**src/rtl/blink_pkg.sv**
```systemverilog
// Shared types and width helpers for the blink scheduler.
package blink_pkg;

  typedef enum logic [1:0] {
    IDLE = 2'd0,
    ON   = 2'd1,
    OFF  = 2'd2,
    GAP  = 2'd3
  } blink_state_t;

  // Counter width for values 0..n-1, never narrower than one bit.
  function automatic int unsigned cnt_width(input int unsigned n);
    int unsigned w;
    w = (n <= 32'd1) ? 32'd1 : int'($clog2(n));
    return w;
  endfunction

endpackage

```
**src/rtl/rr_arbiter.sv**
```systemverilog
// Combinational one-hot round-robin select; search starts one past ptr_i.
module rr_arbiter
  import blink_pkg::*;
#(
  parameter int unsigned NUM_REQ = 4,
  localparam int unsigned IDX_W = cnt_width(NUM_REQ)
) (
  input  logic [NUM_REQ-1:0] req_valid_i,
  input  logic [IDX_W-1:0]   ptr_i,
  output logic [NUM_REQ-1:0] gnt_o
);

  logic             found;
  logic [IDX_W-1:0] idx;

  // Walk the requesters in rotated order and keep the first valid one.
  always_comb begin
    gnt_o = '0;
    found = 1'b0;
    idx   = '0;
    for (int unsigned k = 0; k < NUM_REQ; k++) begin
      idx = IDX_W'((32'(ptr_i) + 32'd1 + k) % NUM_REQ);
      if (!found && req_valid_i[idx]) begin
        gnt_o[idx] = 1'b1;
        found      = 1'b1;
      end
    end
  end

endmodule

```
**src/rtl/blink_scheduler.sv**
```systemverilog
// Round-robin time-sharing of one LED between NUM_REQ blink-burst requesters.
// Optional BLINK_SCHED_ABORT_EN adds an abort input that cuts a burst short.
module blink_scheduler
  import blink_pkg::*;
#(
  parameter int unsigned NUM_REQ   = 4,
  parameter int unsigned CLK_DIV   = 4,
  parameter int unsigned CNT_W     = 4,
  parameter int unsigned GAP_TICKS = 2,
  localparam int unsigned IDX_W    = cnt_width(NUM_REQ)
) (
  input  logic                     clk,
  input  logic                     rst,
  input  logic [NUM_REQ-1:0]       req_valid,
  input  logic [NUM_REQ*CNT_W-1:0] req_count,
`ifdef BLINK_SCHED_ABORT_EN
  input  logic                     abort,
`endif
  output logic [NUM_REQ-1:0]       req_ready,
  output logic                     q,
  output logic                     busy,
  output logic [IDX_W-1:0]         grant_id,
  output logic                     done
);

  localparam int unsigned PRESC_W = cnt_width(CLK_DIV);
  localparam int unsigned GAP_W   = cnt_width(GAP_TICKS + 1);

  blink_state_t        state_q;
  logic [PRESC_W-1:0]  presc_q;
  logic [PRESC_W-1:0]  presc_d;
  logic [CNT_W-1:0]    remaining_q;
  logic [GAP_W-1:0]    gap_q;
  logic [IDX_W-1:0]    last_grant_q;
  logic [IDX_W-1:0]    grant_id_q;
  logic                q_q;
  logic                busy_q;
  logic                done_q;

  logic                tick;
  logic                abort_c;
  logic [NUM_REQ-1:0]  gnt;
  logic                hs;
  logic [IDX_W-1:0]    hs_idx;
  logic [CNT_W-1:0]    hs_count;

`ifdef BLINK_SCHED_ABORT_EN
  assign abort_c = abort;
`else
  assign abort_c = 1'b0;
`endif

  rr_arbiter #(
    .NUM_REQ (NUM_REQ)
  ) u_arb (
    .req_valid_i (req_valid),
    .ptr_i       (last_grant_q),
    .gnt_o       (gnt)
  );

  // Grants are only offered while idle and out of reset.
  assign req_ready = (state_q == IDLE && !rst) ? gnt : '0;
  assign hs        = |(req_valid & req_ready);

  always_comb begin
    hs_idx   = '0;
    hs_count = '0;
    for (int unsigned i = 0; i < NUM_REQ; i++) begin
      if (req_ready[i]) begin
        hs_idx   = IDX_W'(i);
        hs_count = req_count[i*CNT_W +: CNT_W];
      end
    end
  end

  assign tick    = (presc_q == PRESC_W'(CLK_DIV - 1));
  assign presc_d = tick ? '0 : presc_q + PRESC_W'(1);

  // Burst FSM; prescaler restarts on handshake and on abort so phases stay tick-aligned.
  always_ff @(posedge clk) begin
    if (rst) begin
      state_q      <= IDLE;
      presc_q      <= '0;
      remaining_q  <= '0;
      gap_q        <= '0;
      last_grant_q <= IDX_W'(NUM_REQ - 1);
      grant_id_q   <= '0;
      q_q          <= 1'b0;
      busy_q       <= 1'b0;
      done_q       <= 1'b0;
    end else begin
      done_q  <= 1'b0;
      presc_q <= presc_d;
      case (state_q)
        IDLE: begin
          if (hs) begin
            presc_q      <= '0;
            grant_id_q   <= hs_idx;
            last_grant_q <= hs_idx;
            remaining_q  <= hs_count;
            if (hs_count != '0) begin
              state_q <= ON;
              q_q     <= 1'b1;
              busy_q  <= 1'b1;
            end else begin
              done_q <= 1'b1;
            end
          end
        end
        ON: begin
          if (abort_c) begin
            state_q <= GAP;
            q_q     <= 1'b0;
            gap_q   <= GAP_W'(GAP_TICKS);
            presc_q <= '0;
          end else if (tick) begin
            remaining_q <= remaining_q - CNT_W'(1);
            q_q         <= 1'b0;
            if (remaining_q > CNT_W'(1)) begin
              state_q <= OFF;
            end else begin
              state_q <= GAP;
              gap_q   <= GAP_W'(GAP_TICKS);
            end
          end
        end
        OFF: begin
          if (abort_c) begin
            state_q <= GAP;
            q_q     <= 1'b0;
            gap_q   <= GAP_W'(GAP_TICKS);
            presc_q <= '0;
          end else if (tick) begin
            state_q <= ON;
            q_q     <= 1'b1;
          end
        end
        GAP: begin
          if (tick) begin
            if (gap_q <= GAP_W'(1)) begin
              state_q <= IDLE;
              busy_q  <= 1'b0;
              done_q  <= 1'b1;
            end else begin
              gap_q <= gap_q - GAP_W'(1);
            end
          end
        end
        default: begin
          state_q <= IDLE;
          q_q     <= 1'b0;
          busy_q  <= 1'b0;
        end
      endcase
    end
  end

  assign q        = q_q;
  assign busy     = busy_q;
  assign grant_id = grant_id_q;
  assign done     = done_q;

endmodule
```
**config.mk**
```make
export PLATFORM = sky130hd
export DESIGN_NAME = blink_scheduler
export DESIGN_NICKNAME = d
export VERILOG_FILES = /design/src/rtl/blink_pkg.sv /design/src/rtl/rr_arbiter.sv /design/src/rtl/blink_scheduler.sv
export SDC_FILE = /design/constraint.sdc
export NUM_CORES = 1
export LEC_CHECK = 0
export CAP_MARGIN = 20
export CORE_MARGIN = 2
export CORE_UTILIZATION = 41
export CTS_CLUSTER_DIAMETER = 30
export CTS_CLUSTER_SIZE = 25
export DETAILED_ROUTE_END_ITERATION = 12
export DONT_BUFFER_PORTS = 1
export PLACE_DENSITY_LB_ADDON = 0.08
export SLEW_MARGIN = 40
export SYNTH_ARGS = -nofsm -noshare
export SYNTH_HDL_FRONTEND = slang
export SYNTH_SLANG_ARGS = --single-unit
```
**constraint.sdc**
```tcl
create_clock -name clk -period 9.84 [get_ports clk]
set_input_delay 1.476 -clock clk [delete_from_list [all_inputs] [get_ports clk]]
set_output_delay 1.476 -clock clk [all_outputs]
set_load 0.01 [all_outputs]
```
Yosys cells after proc, flatten, opt, wreduce, memory -nomap -nowiden
Index checks and enable logic that the tools add are counted.
- reduce and logical (&&, ||, !) cells: 25
- multiplexer cells: 63
- $add $sub $neg: 7
- eq/ne operators: 12
- $lt $le $gt $ge: 10
- bitwise gates (word level): 4
- operators with widths (cell ; number):
    $mux W4 ; 11
    $mux W2 ; 15
    $mux W1 ; 23
    $reduce_and A5 Y1 ; 3
    $ne A2 B2 Y1 const B ; 7
    $lt A2 B3 Y1 const B ; 4
    $or A4 B4 Y4 ; 3
    $bmux W1 S2 ; 4
    $demux W1 S2 ; 4
    $ge A2 B1 Y1 const B ; 4
    $logic_and A1 B1 Y1 ; 8
    $pmux W2 S4 ; 1
    $pmux W4 S2 ; 1
    $add A2 B1 Y2 const B ; 3
    $eq A2 B2 Y1 const B ; 3
    $reduce_and A6 Y1 ; 1
    $reduce_bool A2 Y1 ; 3
    $add A2 B2 Y2 const B ; 2
    $and A4 B4 Y4 ; 1
    $gt A4 B1 Y1 const B ; 1
    $logic_not A1 Y1 ; 4
    $pmux W1 S2 ; 2
    $pmux W2 S2 ; 1
    $reduce_bool A4 Y1 ; 1
    other kinds (11) ; 11
- output and inout port bits: 9
- logic and storage cells: 130
- input port bits: 22
- register bits after elaboration: 17

Logic depth before layout (Yosys ltp)
- depth in word-level cells: 22
- mapped depth: 15
- depth with buffers taken out: 11

Hierarchy
Synthesis repeated with hierarchy kept, for this count alone.
- cells, all modules: 199
- area total of the unflattened synthesis: 1591.5 um2
- by module, submodules not included (module ; seq. area each (um2) ; cells each ; times used ; area an instance (um2)):
    blink_scheduler ; 340.3 ; 142 ; 1 ; 1171.1
    rr_arbiter ; 0.0 ; 57 ; 1 ; 420.4

Worst setup path before layout
Ideal clock, no wire load.
- kind: input -> output
- start: in req_valid[2]
- end: out req_ready[3]
- required time: 8364 ps
- arrival: 2847 ps
- path buffers: 2
- slack: 5517 ps
- cell stages on the path: 6
- cells stage by stage: buf_6 -> mux2_4 -> nor4b_2 -> o211ai_1 -> a31oi_1 -> clkbuf_8
- longest elaborated chain between the ends: 13
- elaborated cells between the ends (all ways): 25
- classes of those cells: mux: 16; bitwise: 3; reduce/logical: 6
- RTL lines (element ; line ; RTL):
    start, declared ; blink_scheduler.sv:14 ; input logic [NUM_REQ-1:0] req_valid,
    $bmux W1 S2 ; rr_arbiter.sv:23 ; if (!found && req_valid_i[idx]) begin
    $mux W1 (implied by the code) ; rr_arbiter.sv:23 ;
    $mux W1 ; rr_arbiter.sv:23 ;
    $logic_not A1 Y1 ; rr_arbiter.sv:23 ;
    $logic_and A1 B1 Y1 ; rr_arbiter.sv:23 ;
    $mux W1 ; rr_arbiter.sv:23 ;
    $logic_not A1 Y1 ; rr_arbiter.sv:23 ;
    $logic_and A1 B1 Y1 ; rr_arbiter.sv:23 ;
    $mux W1 ; rr_arbiter.sv:23 ;
    $logic_not A1 Y1 ; rr_arbiter.sv:23 ;
    $logic_and A1 B1 Y1 ; rr_arbiter.sv:23 ;
    $mux W4 * ; rr_arbiter.sv:23 ;
    $mux W4 * ; blink_scheduler.sv:62 ; assign req_ready = (state_q == IDLE && !rst) ? gnt : '0;
    end, declared ; blink_scheduler.sv:19 ; output logic [NUM_REQ-1:0] req_ready,
Mark *: on every way between the ends. The rest lies on a longest branch, timed or not. The select of a mux whose other input is x is not followed.

Worst setup path in the final report
- start: reg last_grant_q[0]
- end: out req_ready[3]
- longest elaborated chain between the ends: 14
- elaborated cells between the ends (all ways): 49
- classes of those cells: add/sub: 4; order compare: 8; mux: 24; bitwise: 3; reduce/logical: 10
- RTL lines (element ; line ; RTL):
    start, declared ; blink_scheduler.sv:34 ; logic [IDX_W-1:0] last_grant_q;
    start signal, assigned ; blink_scheduler.sv:86 ; last_grant_q <= IDX_W'(NUM_REQ - 1);
    start signal, assigned ; blink_scheduler.sv:99 ; last_grant_q <= hs_idx;
    $add A2 B1 Y2 * ; rr_arbiter.sv:22 ; idx = IDX_W'((32'(ptr_i) + 32'd1 + k) % NUM_REQ);
    parallel branches: the longest is 11 deep, another holds $lt A2 B3 Y1 ; - ;
    $mux W4 * ; rr_arbiter.sv:23 ;
    $mux W4 * ; blink_scheduler.sv:62 ;
Mark *: on every way between the ends. The select of a mux whose other input is x is not followed.

==> metrics <==
hold violation total from the final report=0; shortest period the worst path allows=around 4.5 ns; mux contribution to synthesized area=0.0956; Yosys warning count=0; horizontal die dimension=69.2 um; Max Cap Violations=0; Post-Place Setup Slack=5.59 ns; post-synthesis instance area=1740 um^2; worst relative slew slack=0.511; Worst-path clk slew=0.07 ns; RSZ-0062 raised after global routing=no; dpl hpwl=3.51 mm; dominant combinational cell family by area after synthesis=compound AO/OA/AOI/OAI gates; GR Layer Usage met2=0.369; total wirelength of the detailed-routed design=4.48 mm; number of top-level design ports=31; diodes inserted=0; Final Setup Violations=0; final setup TNS=0 ns; number of cells traversed by the worst hold path=1; global-route total usage across every layer=0.187; final count of pins violating max slew=0; final setup margin=approximately 5.3 ns; Crit path largest cell delay=~0.80 ns; Avg Cell Area, Syn=about 8.6 um^2; Placed Instances=around 240; Worst Reg2Reg Path Length in Cells=11; worst path buffer plus inverter count=2; EDFF count, synth=0; sink count of the clock tree=17; clock insertion delay at the later pin of the skew report=0.25 ns; kind of start point of the critical path=flip-flop; cts bufs inserted=3; final total power=~0.56 mW; share of the synthesized area in compound gates (AO/OA/AOI/OAI)=0.303; detailed router's first-iteration violation count=92; die footprint=4780 um^2; pin count of the biggest net entering global routing=19; most used cells in the layout excluding fill and tap cells=nand2_1, dfxtp_1, ha_1; highest ir drop seen on vdd=between 0.0001 and 0.00015 V; CTS root buf=clkbuf_8; # H-tree levels=1; library cell occupying the most area in the post-synthesis netlist=dfxtp_1; net count of the finished layout=236; fraction of final layout cells sized beyond drive strength 1=0.167; initial standard-cell utilization of the core=0.432; last weighted congestion value of the routability-driven placer=0.934; Critical Path AT=slightly above 3 ns; area fraction of the dominant cell type after synthesis=0.196; non-filler cells, final=248; wire length of the first global-routing pass=7.31 mm; hold-fix buffer count after cts=0; Hold Path Class=flip-flop to flip-flop; top cell family by delay on the critical path=flip-flops; outcome=completed; CP Capture Type=output pin; Cell Chain, Critical Path=inv_2 > ha_1 > mux4_2 > and2_2 > a31oi_1 > a31oi_1 > buf_4; core region area=4030 um^2; Unique masters post-synth=59; Synth Net Count=239; core utilization of the finished layout=0.442; # port buffers=0; cell occurring most often along the worst timing path=a31oi_1; simple logic cell fraction of the synthesized area=0.230; Final Cycle Share=0.459; share of synthesized cell area in full adder, half adder and majority cells=0.108; leading post-synthesis cells by cell area=dfxtp_1, ha_1, nand2_1, mux2i_1, o21ai_0; most crowded layer after global routing=met2; vias in the first global route=1557; worst endpoint required time=8.36 ns; Avg Vias per Cell=6.27; TritonCTS clock tree=built; xor and xnor area share after synthesis=0; growth of design area from synthesis to finish=2.23%; transition time at the pin with the least slew margin=about 0.73 ns; routed wirelength normalized by instance count=18.1 um; cell leakage power=0.645 nW; Pwr per Cell Area=315 nW/um^2; initial antenna violation count=0; fraction of met3 tracks used by global routing=0.0249; highest fanout seen on the critical path=18; met1 usage=0.199; Slowest-stage cell, CP=dfxtp_1; vertical die dimension=69.2 um; sequential area share after synthesis=0.196; Post-CTS Repair Setup Buffers=0; leading cell type in the layout, fill and taps excluded=nand2_1; number of storage elements in the synthesis netlist=17; synthesized instance count=202; Layout Skew=0.00304 ns; GRT Residual Overflow=0; type of the worst setup path=flip-flop to output pin; critical path depth=7; fraction of registers with async set/reset=0; number of cell rows=23; drc violations=0; maximum number of buffers from clock root to sink=2; count of instances resized after the clock tree is built=0; iteration count of the initial detailed-routing pass=4; FMAX=~0.22 GHz; most common flop cell mapped by yosys=dfxtp_1; residual antenna-violating net count after detailed routing=0; Vias=approximately 1.6k
## worst paths after layout
kind / start / to / slack (ns)
min: presc_q[0] / presc_q[0] / 0.43
max reg2reg: last_grant_q[0] / remaining_q[2] / 5.63
max: last_grant_q[0] / req_ready[3] / 5.32
min reg2reg: presc_q[0] / presc_q[0] / 0.43
## report_power, final
part           internal (mW)  switching [mW]  total (mW)
clock network         0.0281          0.0254      0.0535
registers             0.0936          0.0339       0.127
logic                  0.156           0.223       0.379
total                  0.278           0.283       0.560
## state kept, by name, indices dropped and copies added, names as in the netlist
name	count
remaining_q	4
q	1
grant_id	2
state_q	2
last_grant_q	2
presc_q	2
busy	1
done	1
gap_q	2
## worst register-to-register path, stage by stage (launching register included)
cell and delay, ns:
dfxtp_1 0.80, inv_2 0.19, ha_1 0.49, mux4_2 0.61, a21oi_2 0.15, o32a_4 0.21, a31oi_2 0.16, a222oi_1 0.63
and3_1 0.46, o21ai_0 0.15, a22oi_1 0.19, o21ai_0 0.08
## kinds of logic after synthesis
| family | count (synthesis) |
|---|---|
| AOI/OAI and AO/OA | 64 |
| adders and majority gates | 15 |
| buffers and inverters | 20 |
| DFF | 17 |
| muxes | 14 |
| and+or+nand+nor | 72 |
## final cells by class
type                            instances  area (um^2)
Clock inverter                          1         5.00
Timing Repair Buffer                    1         7.51
Fill cell                             419         2250
Multi-Input combinational cell        165         1280
Inverter                               11         41.3
Clock buffer                            3         41.3
Sequential cell                        17          340
Tap cell                               50         62.6
## metrics by stage
stage	area, um^2	hold WS, ns
6_report	1780	0.435
5_1_grt	1780	0.446
4_1_cts	1780	0.435
3_5_place_dp	1730	0.425
3_3_place_gp	1730	0.426
2_1_floorplan	1740	0.405
## metal layers
metal / part of all wire / vias to the layer above
li1: - / 760
met1: 0.40 / 751
met2: 0.54 / 35
met3: 0.034 / 10
met4: 0.020 / 0
met5: 0 / -
## synthesized netlist by cell type, types with 2 or more instances
library cell	instances
nand2_1	23
dfxtp_1	17
ha_1	15
o21ai_0	11
inv_1	10
a21oi_1	8
a31oi_1	8
mux2i_1	8
nor2_1	8
nand3_1	7
o211ai_1	5
a211oi_1	4
buf_6	4
nor3_1	4
a32oi_1	3
and3_1	3
clkbuf_1	3
mux2_2	3
nand3b_1	3
nor2b_1	3
o31ai_2	3
a21oi_2	2
a22oi_1	2
a31oi_2	2
mux2_4	2
nand2b_1	2
nand4b_1	2
nor3b_1	2
nor4_1	2
o211ai_2	2
o21bai_1	2
or3_1	2
No activity file was read; power rests on OpenSTA's default activity.
